===== config.mk =====
export PLATFORM = sky130hd
export DESIGN_NAME = sensor_conditioner_flat
export DESIGN_NICKNAME = d
export VERILOG_FILES = /design/src/rtl/sensor_conditioner_pkg.sv /design/src/rtl/sensor_conditioner_if.sv /design/src/rtl/sensor_debounce_ch.sv /design/src/rtl/sensor_conditioner.sv /design/src/flat_wrapper.sv
export SDC_FILE = /design/constraint.sdc
export NUM_CORES = 1
export LEC_CHECK = 0
export BUFFER_PORTS_ARGS = -buffer_cell sky130_fd_sc_hd__buf_4
export CAP_MARGIN = 20
export CORE_UTILIZATION = 45
export CTS_CLUSTER_DIAMETER = 30
export DETAILED_ROUTE_END_ITERATION = 8
export GPL_TIMING_DRIVEN = 0
export PLACE_DENSITY = 0.81
export SLEW_MARGIN = 20
export SYNTH_ARGS = -nofsm -noshare
export SYNTH_HDL_FRONTEND = slang
export SYNTH_SLANG_ARGS = --single-unit

===== constraint.sdc =====
create_clock -name clk -period 1.1 [get_ports clk]
set_clock_uncertainty 0.1 [all_clocks]
set_input_delay 0.11 -clock clk [delete_from_list [all_inputs] [get_ports clk]]
set_output_delay 0.11 -clock clk [all_outputs]
set_load 0.1 [all_outputs]

===== src/rtl/sensor_conditioner_pkg.sv =====
// Shared constants for the lot-gate sensor conditioner: channel indices and parameter defaults.
// STUCK_CYCLES_DEF is only consumed when STUCK_DETECT_EN is defined.
package sensor_conditioner_pkg;

   localparam int CH1 = 0;
   localparam int CH2 = 1;

   localparam int SYNC_STAGES_DEF     = 2;
   localparam int DEBOUNCE_CYCLES_DEF = 4;
   localparam int STUCK_CYCLES_DEF    = 1024;

endpackage


===== src/rtl/sensor_conditioner_if.sv =====
// Sensor-side bundle: raw gate inputs in, clean levels and edge/fault flags out.
// slave = conditioner side, master = whoever drives the raw gate lines.
interface sensor_conditioner_if;
   logic       raw1;
   logic       raw2;
   logic       sens1;
   logic       sens2;
   logic [1:0] rise;
   logic [1:0] fall;
   logic [1:0] fault;

   modport master (output raw1, raw2, input sens1, sens2, rise, fall, fault);
   modport slave  (input raw1, raw2, output sens1, sens2, rise, fall, fault);
endinterface


===== src/rtl/sensor_debounce_ch.sv =====
// One sensor channel: synchroniser, debounce counter, registered edge pulses.
// Optional stuck-high detector built only when STUCK_DETECT_EN is defined.
module sensor_debounce_ch
   import sensor_conditioner_pkg::*;
#(
   parameter int SYNC_STAGES     = SYNC_STAGES_DEF,
   parameter int DEBOUNCE_CYCLES = DEBOUNCE_CYCLES_DEF
`ifdef STUCK_DETECT_EN
   ,
   parameter int STUCK_CYCLES    = STUCK_CYCLES_DEF
`endif
) (
   input  logic clk,
   input  logic rst,
   input  logic raw,
   output logic sens,
   output logic rise,
   output logic fall,
   output logic fault
);

   localparam int CW = $clog2(DEBOUNCE_CYCLES + 1);
   localparam logic [CW-1:0] DEB_LAST = CW'(DEBOUNCE_CYCLES - 1);

   logic [SYNC_STAGES-1:0] sync_q;
   logic                   sync_x;
   logic                   clean;
   logic                   clean_next;
   logic [CW-1:0]          cnt;
   logic [CW-1:0]          cnt_next;
   logic                   fault_next;
   logic                   sens_next;

   assign sync_x = sync_q[SYNC_STAGES-1];

   // Count consecutive disagreeing samples; accept on the last one and restart.
   always_comb begin
      clean_next = clean;
      cnt_next   = '0;
      if (sync_x != clean) begin
         if (cnt == DEB_LAST) begin
            clean_next = sync_x;
         end else begin
            cnt_next = cnt + 1'b1;
         end
      end
   end

`ifdef STUCK_DETECT_EN
   localparam int SW = $clog2(STUCK_CYCLES + 1);
   localparam logic [SW-1:0] STUCK_LAST = SW'(STUCK_CYCLES - 1);
   localparam logic [SW-1:0] STUCK_MAX  = SW'(STUCK_CYCLES);

   logic [SW-1:0] stuck_cnt;
   logic [SW-1:0] stuck_next;
   logic          fault_q;

   always_comb begin
      stuck_next = '0;
      fault_next = fault_q;
      if (clean) begin
         if (stuck_cnt == STUCK_LAST) fault_next = 1'b1;
         stuck_next = (stuck_cnt == STUCK_MAX) ? stuck_cnt : stuck_cnt + 1'b1;
      end
   end

   always_ff @(posedge clk or negedge rst) begin
      if (!rst) begin
         stuck_cnt <= '0;
         fault_q   <= 1'b0;
      end else begin
         stuck_cnt <= stuck_next;
         fault_q   <= fault_next;
      end
   end

   assign fault = fault_q;
`else
   assign fault_next = 1'b0;
   assign fault      = 1'b0;
`endif

   // A fault masks the level, so the forcing cycle shows up as an ordinary fall.
   assign sens_next = clean_next & ~fault_next;

   always_ff @(posedge clk or negedge rst) begin
      if (!rst) begin
         sync_q <= '0;
         clean  <= 1'b0;
         cnt    <= '0;
         sens   <= 1'b0;
         rise   <= 1'b0;
         fall   <= 1'b0;
      end else begin
         sync_q <= {sync_q[SYNC_STAGES-2:0], raw};
         clean  <= clean_next;
         cnt    <= cnt_next;
         sens   <= sens_next;
         rise   <= sens_next & ~sens;
         fall   <= ~sens_next & sens;
      end
   end

endmodule


===== src/rtl/sensor_conditioner.sv =====
// Two-channel lot-gate input conditioner feeding the counter FSM's sens1/sens2.
// Define STUCK_DETECT_EN to build the per-channel stuck-high fault detectors.
module sensor_conditioner
   import sensor_conditioner_pkg::*;
#(
   parameter int SYNC_STAGES     = SYNC_STAGES_DEF,
   parameter int DEBOUNCE_CYCLES = DEBOUNCE_CYCLES_DEF
`ifdef STUCK_DETECT_EN
   ,
   parameter int STUCK_CYCLES    = STUCK_CYCLES_DEF
`endif
) (
   input  logic               clk,
   input  logic               rst,
   sensor_conditioner_if.slave bus
);

   logic [1:0] raw_v;
   logic [1:0] sens_v;
   logic [1:0] rise_v;
   logic [1:0] fall_v;
   logic [1:0] fault_v;

   assign raw_v[CH1] = bus.raw1;
   assign raw_v[CH2] = bus.raw2;

   // Channels are fully independent; simultaneous qualifications update together.
   for (genvar i = 0; i < 2; i++) begin : g_ch
      sensor_debounce_ch #(
         .SYNC_STAGES     (SYNC_STAGES),
         .DEBOUNCE_CYCLES (DEBOUNCE_CYCLES)
`ifdef STUCK_DETECT_EN
         ,
         .STUCK_CYCLES    (STUCK_CYCLES)
`endif
      ) u_ch (
         .clk   (clk),
         .rst   (rst),
         .raw   (raw_v[i]),
         .sens  (sens_v[i]),
         .rise  (rise_v[i]),
         .fall  (fall_v[i]),
         .fault (fault_v[i])
      );
   end

   assign bus.sens1 = sens_v[CH1];
   assign bus.sens2 = sens_v[CH2];
   assign bus.rise  = rise_v;
   assign bus.fall  = fall_v;
   assign bus.fault = fault_v;

endmodule


===== src/flat_wrapper.sv =====
// flat-port wrapper written by rule: the top's interface ports become plain ports
module sensor_conditioner_flat import sensor_conditioner_pkg::*;
#(
   parameter int SYNC_STAGES     = SYNC_STAGES_DEF,
   parameter int DEBOUNCE_CYCLES = DEBOUNCE_CYCLES_DEF

)
  (clk, rst, bus_raw1, bus_raw2, bus_sens1, bus_sens2, bus_rise, bus_fall, bus_fault);
  sensor_conditioner_if bus_i ();
  input  logic clk;
  input  logic rst;
  input wire logic [$bits(bus_i.raw1)-1:0] bus_raw1;
  input wire logic [$bits(bus_i.raw2)-1:0] bus_raw2;
  output wire logic [$bits(bus_i.sens1)-1:0] bus_sens1;
  output wire logic [$bits(bus_i.sens2)-1:0] bus_sens2;
  output wire logic [$bits(bus_i.rise)-1:0] bus_rise;
  output wire logic [$bits(bus_i.fall)-1:0] bus_fall;
  output wire logic [$bits(bus_i.fault)-1:0] bus_fault;
  assign bus_i.raw1 = bus_raw1;
  assign bus_i.raw2 = bus_raw2;
  assign bus_sens1 = bus_i.sens1;
  assign bus_sens2 = bus_i.sens2;
  assign bus_rise = bus_i.rise;
  assign bus_fall = bus_i.fall;
  assign bus_fault = bus_i.fault;
  sensor_conditioner #(.SYNC_STAGES(SYNC_STAGES), .DEBOUNCE_CYCLES(DEBOUNCE_CYCLES)) u_core (.clk(clk), .rst(rst), .bus(bus_i));
endmodule

==> impl_metrics.env, run 1 <==
export IMPL_cts_tree="done"
export IMPL_clock_latency_ns=0.28
export IMPL_numPortBuffers=9
export IMPL_clkTransAtPathRegs_ns=0.09
export IMPL_grt_overflow=0
export IMPL_ant_nets=0
export IMPL_grt_pass1_vias=346
export IMPL_grt_max_degree=17
export IMPL_drt_pass1_iterations=2
export IMPL_start_util=0.520
export IMPL_die_area_um2=1520
export IMPL_vdd_drop_max_mv=1.82
export IMPL_die_w_um=39.0
export IMPL_track_usage=0.145
export IMPL_period_share=1.15
export IMPL_power_leakage_uw=0.000454
export IMPL_placed_cell_area_um2=737
export IMPL_avgSynthCellArea_um2=15.0
export IMPL_pre_cts_ws_ns=-0.107
export IMPL_place_congestion=0.726
export IMPL_setup_slack_ns=-0.163
export IMPL_core_area_um2=1190
export IMPL_seq_area_frac_synth=0.649
export IMPL_clock_root_buffer="clkbuf_4"
export IMPL_drt_initial_drc_count=3
export IMPL_clock_path_buffers=2
export IMPL_antenna_found_initial=0
export IMPL_finalPower_uw=2360
export IMPL_dr_total_vias=364
export IMPL_drive_gt1_frac=0.607
export IMPL_syn_to_final_growth_pct=56.0
export IMPL_setup_worst_path_end_class="register"
export IMPL_diodes=0
export IMPL_ys_types=12
export IMPL_nets=69
export IMPL_critPathKind="register to register"
export IMPL_ys_seq_elements=16
export IMPL_setup_tns_ns=-0.989
export IMPL_rsz0062_at_grt="true"
export IMPL_drv_slew=0
export IMPL_h_tree_depth=1
export IMPL_holdCritPathClass="input port to async pin"
export IMPL_viasPerCell=4.85
export IMPL_io_pins=12
export IMPL_setup_violations=10
export IMPL_clock_sinks=16
export IMPL_maxClockFrequency_mhz=792
export IMPL_wl_per_cell_um=14.7
export IMPL_start_kind="register"
export IMPL_worstPathArrival_ns=1.33
export IMPL_fp_dieH_um=39.0
export IMPL_nFillCells=62
export IMPL_dpl_hpwl_um=566
export IMPL_status="finished with violations"
export IMPL_path_max_fanout=3
export IMPL_wl_um=1100
export IMPL_yosys_warnings=0
export IMPL_grt_pass1_wl_um=1400
export IMPL_hold_viol=0
export IMPL_reg2reg_depth=3
export IMPL_required_ns=1.17
export IMPL_p_per_area_nw_per_um2=2460
export IMPL_numCtsBuffers=3
export IMPL_cap_viol_max_count=0
export IMPL_synth_cells=41
export IMPL_post_place_cells=65
export IMPL_fin_crit_ns=1.26
export IMPL_final_cell_area_um2=962
export IMPL_syn_area_um2=617
export IMPL_rows=12
export IMPL_drcViolationCount=0
export IMPL_final_cells=75
export IMPL_violations="setup timing"
metal layers:
metal,wire length (µm),track usage,vias to the layer above
li1,-,-,168
met1,535,0.185,181
met3,40,0.0347,2
met2,505,0.213,13
met5,0,0,-
met4,20,0.103,0
final timing paths:
kind / slack, ns / end / startpoint
setup / recovery: -0.16 / u_core.g_ch[0].u_ch.clean / u_core.g_ch[0].u_ch.cnt[0]
hold / removal: 0.11 / u_core.g_ch[1].u_ch.sync_q[0] / rst
setup reg to reg: -0.16 / u_core.g_ch[0].u_ch.clean / u_core.g_ch[0].u_ch.cnt[0]
hold reg to reg: 0.26 / u_core.g_ch[1].u_ch.sync_q[1] / u_core.g_ch[1].u_ch.sync_q[0]
max in group asynchronous: 0.59 / u_core.g_ch[0].u_ch.clean / rst
min in group clk: 0.26 / u_core.g_ch[1].u_ch.sync_q[1] / u_core.g_ch[1].u_ch.sync_q[0]
per-stage QoR:
step	hold WS, ns	util
6_report	0.112	0.811
5_1_grt	0.104	0.811
4_1_cts	0.116	0.743
3_5_place_dp	-0.122	0.621
3_3_place_gp	-0.127	0.621
2_1_floorplan	-0.286	-
where the power goes:
part	leakage, µW	total, µW	switching [µW]	internal [µW]
clock network	0.0000138	298	171	127
registers	0.000204	875	149	727
logic	0.000237	1190	624	567
repair_timing:
item	4_1_cts	5_1_grt
buffers inserted	3	5
hold buffers	3	0
pin swaps	2	4
resized for setup	22	8
hold endpoints to repair	18	0
setup endpoints to repair	8	13
kinds of logic (layout without fill, tap and decap cells):
logic type | after synthesis | after routing | synth area share
xor+xnor | 2 | 2 | 0.0284
simple gates | 12 | 12 | 0.166
fa+ha+maj | 2 | 2 | 0.0406
buf+inv | 6 | 25 | 0.0730
other cells | 1 | 2 | 0.00608
flops | 16 | 16 | 0.649
mux | 2 | 2 | 0.0365
cell usage after synthesis:
| library cell | number | area [µm²] |
|---|---|---|
| xnor2_1 | 2 | 17.5 |
| nor2b_4 | 1 | 13.8 |
| nor3_1 | 1 | 5.00 |
| ha_1 | 2 | 25.0 |
| conb_1 | 1 | 3.75 |
| dfrtp_1 | 16 | 400 |
| nor3b_1 | 5 | 37.5 |
| nor2b_1 | 1 | 6.26 |
| buf_4 | 6 | 45.0 |
| nand2b_4 | 1 | 13.8 |
| and3b_1 | 3 | 26.3 |
| mux2_2 | 2 | 22.5 |
layout by cell type (no fill, tap or decap):
cell type	instances
and3b_1	3
nor3_1	1
mux2_4	2
ha_4	1
xnor2_4	1
clkbuf_4	3
buf_4	10
nor2b_1	1
buf_12	6
xnor2_2	1
nor3b_4	1
conb_1	2
dfrtp_1	14
ha_2	1
buf_6	3
dfrtp_4	2
nand2b_4	1
nor3b_2	4
nor2b_4	1
dlygate4sd3_1	3
area by class of cell:
type | count | area (µm²) | share of cell area
Multi-Input combinational cell | 20 | 255 | 0.265
Clock buffer | 3 | 22.5 | 0.0234
Timing Repair Buffer | 20 | 244 | 0.254
Tap cell | 14 | 17.5 | 0.0182
Sequential cell | 16 | 408 | 0.424
Buffer | 2 | 15.0 | 0.0156
sequential cells by signal, indices dropped and copies added (netlist names):
signal                   flops
u_core.g_ch.u_ch.clean       2
u_core.g_ch.u_ch.cnt         6
u_core.g_ch.u_ch.fall        2
u_core.g_ch.u_ch.rise        2
u_core.g_ch.u_ch.sync_q      4
worst max-delay path: stages (launching register included):
cell	delay (ns)
dfrtp_1	0.38
ha_2	0.20
nor2b_4	0.18
mux2_4	0.30
No activity file was read; power rests on OpenSTA's default activity.
==> run 2, diff against run 1 <==
--- a/config.mk
+++ b/config.mk
@@ -12,6 +12,7 @@
 export DETAILED_ROUTE_END_ITERATION = 8
 export GPL_TIMING_DRIVEN = 0
 export PLACE_DENSITY = 0.81
+export SKIP_LAST_GASP = 1
 export SLEW_MARGIN = 20
 export SYNTH_ARGS = -nofsm -noshare
 export SYNTH_HDL_FRONTEND = slang
==> impl_metrics.env, run 2 (synthesized netlist as in run 1, its figures left out) <==
export IMPL_setup_slack_ns=-0.128
export IMPL_combPwrFrac=0.491
export IMPL_dr_total_vias=357
export IMPL_setup_violations=9
export IMPL_grt_busiest_layer="met2"
export IMPL_met1_usage=0.166
export IMPL_setup_tns_ns=-0.800
export IMPL_internal_power_uw=1400
export IMPL_vdd_drop_max_mv=1.39
export IMPL_viasPerCell=4.82
export IMPL_clock_path_buffers=2
export IMPL_h_tree_depth=1
export IMPL_fin_crit_ns=1.23
export IMPL_finalPower_uw=2300
export IMPL_die_area_um2=1520
export IMPL_p_sw_uw=907
export IMPL_status="finished with violations"
export IMPL_dpl_hpwl_um=566
export IMPL_setup_worst_path_end_class="output pin"
export IMPL_critical_path_top_delay_family="flip-flops"
export IMPL_drt_pass1_iterations=2
export IMPL_place_congestion=0.726
export IMPL_met3_usage=0.0347
export IMPL_drt_initial_drc_count=2
export IMPL_cp_slowest_cell="dfrtp_4"
export IMPL_r2r_end="u_core.g_ch[0].u_ch.clean"
export IMPL_slowest_delay_ns=0.55
export IMPL_worstReg2RegStart="u_core.g_ch[0].u_ch.cnt[0]"
export IMPL_cts_tree="done"
export IMPL_drv_slew=0
export IMPL_numCtsBuffers=3
export IMPL_antenna_found_initial=0
export IMPL_grt_pass1_wl_um=1310
export IMPL_grt_pass1_vias=328
export IMPL_die_w_um=39.0
export IMPL_path_cells="buf_12"
export IMPL_wl_um=952
export IMPL_top_regs="u_core.g_ch.u_ch.cnt x6, u_core.g_ch.u_ch.sync_q x4"
export IMPL_final_cells=74
export IMPL_r2r_setup_slack_ns=-0.12
export IMPL_nets=68
export IMPL_hold_viol=0
export IMPL_pwr_share_clk=0.128
export IMPL_startpoint="u_core.g_ch[1].u_ch.clean"
export IMPL_numPortBuffers=9
export IMPL_p_per_area_nw_per_um2=2420
export IMPL_worstPathArrival_ns=1.02
export IMPL_clkTransAtPathRegs_ns=0.09
export IMPL_holdCritPathClass="input port to async pin"
export IMPL_start_util=0.520
export IMPL_grt_overflow=0
export IMPL_maxClockFrequency_mhz=815
export IMPL_track_usage=0.135
export IMPL_period_share=1.12
export IMPL_largest_reg_flops=6
export IMPL_grtUsageMet2=0.200
export IMPL_path_max_fanout=5
export IMPL_clock_sinks=16
export IMPL_clock_latency_ns=0.28
export IMPL_ant_nets=0
export IMPL_clock_root_buffer="clkbuf_4"
export IMPL_rsz0062_at_grt="true"
export IMPL_wl_per_cell_um=12.9
export IMPL_grt_max_degree=17
export IMPL_power_leakage_uw=0.000448
export IMPL_post_place_cells=65
export IMPL_netSwitchingFraction=0.394
export IMPL_io_pins=12
export IMPL_fp_dieH_um=39.0
export IMPL_drcViolationCount=0
export IMPL_drive_gt1_frac=0.600
export IMPL_final_cell_area_um2=951
export IMPL_regMostFlops="u_core.g_ch.u_ch.cnt"
export IMPL_violations="setup timing"
export IMPL_final_common_cell="dfrtp_1"
export IMPL_p_seq_frac=0.380
export IMPL_final_cell_mix="dfrtp_1 (14), buf_4 (10), buf_12 (6)"
export IMPL_syn_to_final_growth_pct=54.2
export IMPL_cap_viol_max_count=0
export IMPL_core_area_um2=1190
export IMPL_start_kind="register"
export IMPL_reg2reg_depth=3
export IMPL_required_ns=0.89
export IMPL_path_buf_inv=1
export IMPL_diodes=0
export IMPL_placed_cell_area_um2=737
export IMPL_critPathKind="register to output pin"
export IMPL_rows=12
run 2: changes by cell type in the layout (fill, tap and decap cells not counted):
cell,delta
buf_6,-1
run 2: worst max path at each step:
stage | endpoint | slack, ns | cells past startpoint
after floorplan | u_core.g_ch[1].u_ch.cnt[1] | -0.11 | 2
after global placement | u_core.g_ch[1].u_ch.clean | -0.10 | 3
after detailed placement | u_core.g_ch[1].u_ch.clean | -0.11 | 3
after CTS | u_core.g_ch[0].u_ch.clean | -0.12 | 3
after global routing | u_core.g_ch[0].u_ch.clean | -0.17 | 3
final | bus_sens2 | -0.13 | 1
run 2: through the flow:
stage / setup slack (ns) / util / hold slack [ns]
finish: -0.128 / 0.802 / 0.115
CTS: -0.118 / 0.718 / 0.116
global route: -0.171 / 0.802 / 0.114
floorplan: -0.111 / - / -0.286
global placement: -0.101 / 0.621 / -0.127
detailed placement: -0.107 / 0.621 / -0.122
run 2: worst register-to-register path: stages (launching register included):
cell	delay, ns
dfrtp_1	0.36
ha_2	0.19
nor2b_4	0.17
mux2_4	0.30
run 2: metal layers:
layer  wire length (µm)  share of wire
met3                 38          0.040
met4                 29          0.030
met2                474           0.50
met5                  0              0
met1                411           0.43
run 2: power groups by stage:
stage          Combinational [µW]  Clock, µW  Sequential, µW
5_1_grt                      1180        320             893
4_1_cts                       905        299             843
2_1_floorplan                 373          0            1090
3_5_place_dp                  782          0             834
3_3_place_gp                  770          0             829
6_report                     1130        296             875
run 2: what timing repair did:
item	4_1_cts	5_1_grt
pin swaps	2	3
endpoints found under the setup margin	8	14
gates resized for setup	17	12
hold endpoints to repair	18	0
buffers inserted	3	4
hold buffers	3	0
run 2: layout make-up:
type | count | area [µm²]
fill | 61 | 235
buffer | 2 | 15.0
timing repair buffer | 19 | 233
sequential | 16 | 408
clock buffer | 3 | 22.5
tap | 14 | 17.5
multi-input combinational | 20 | 255
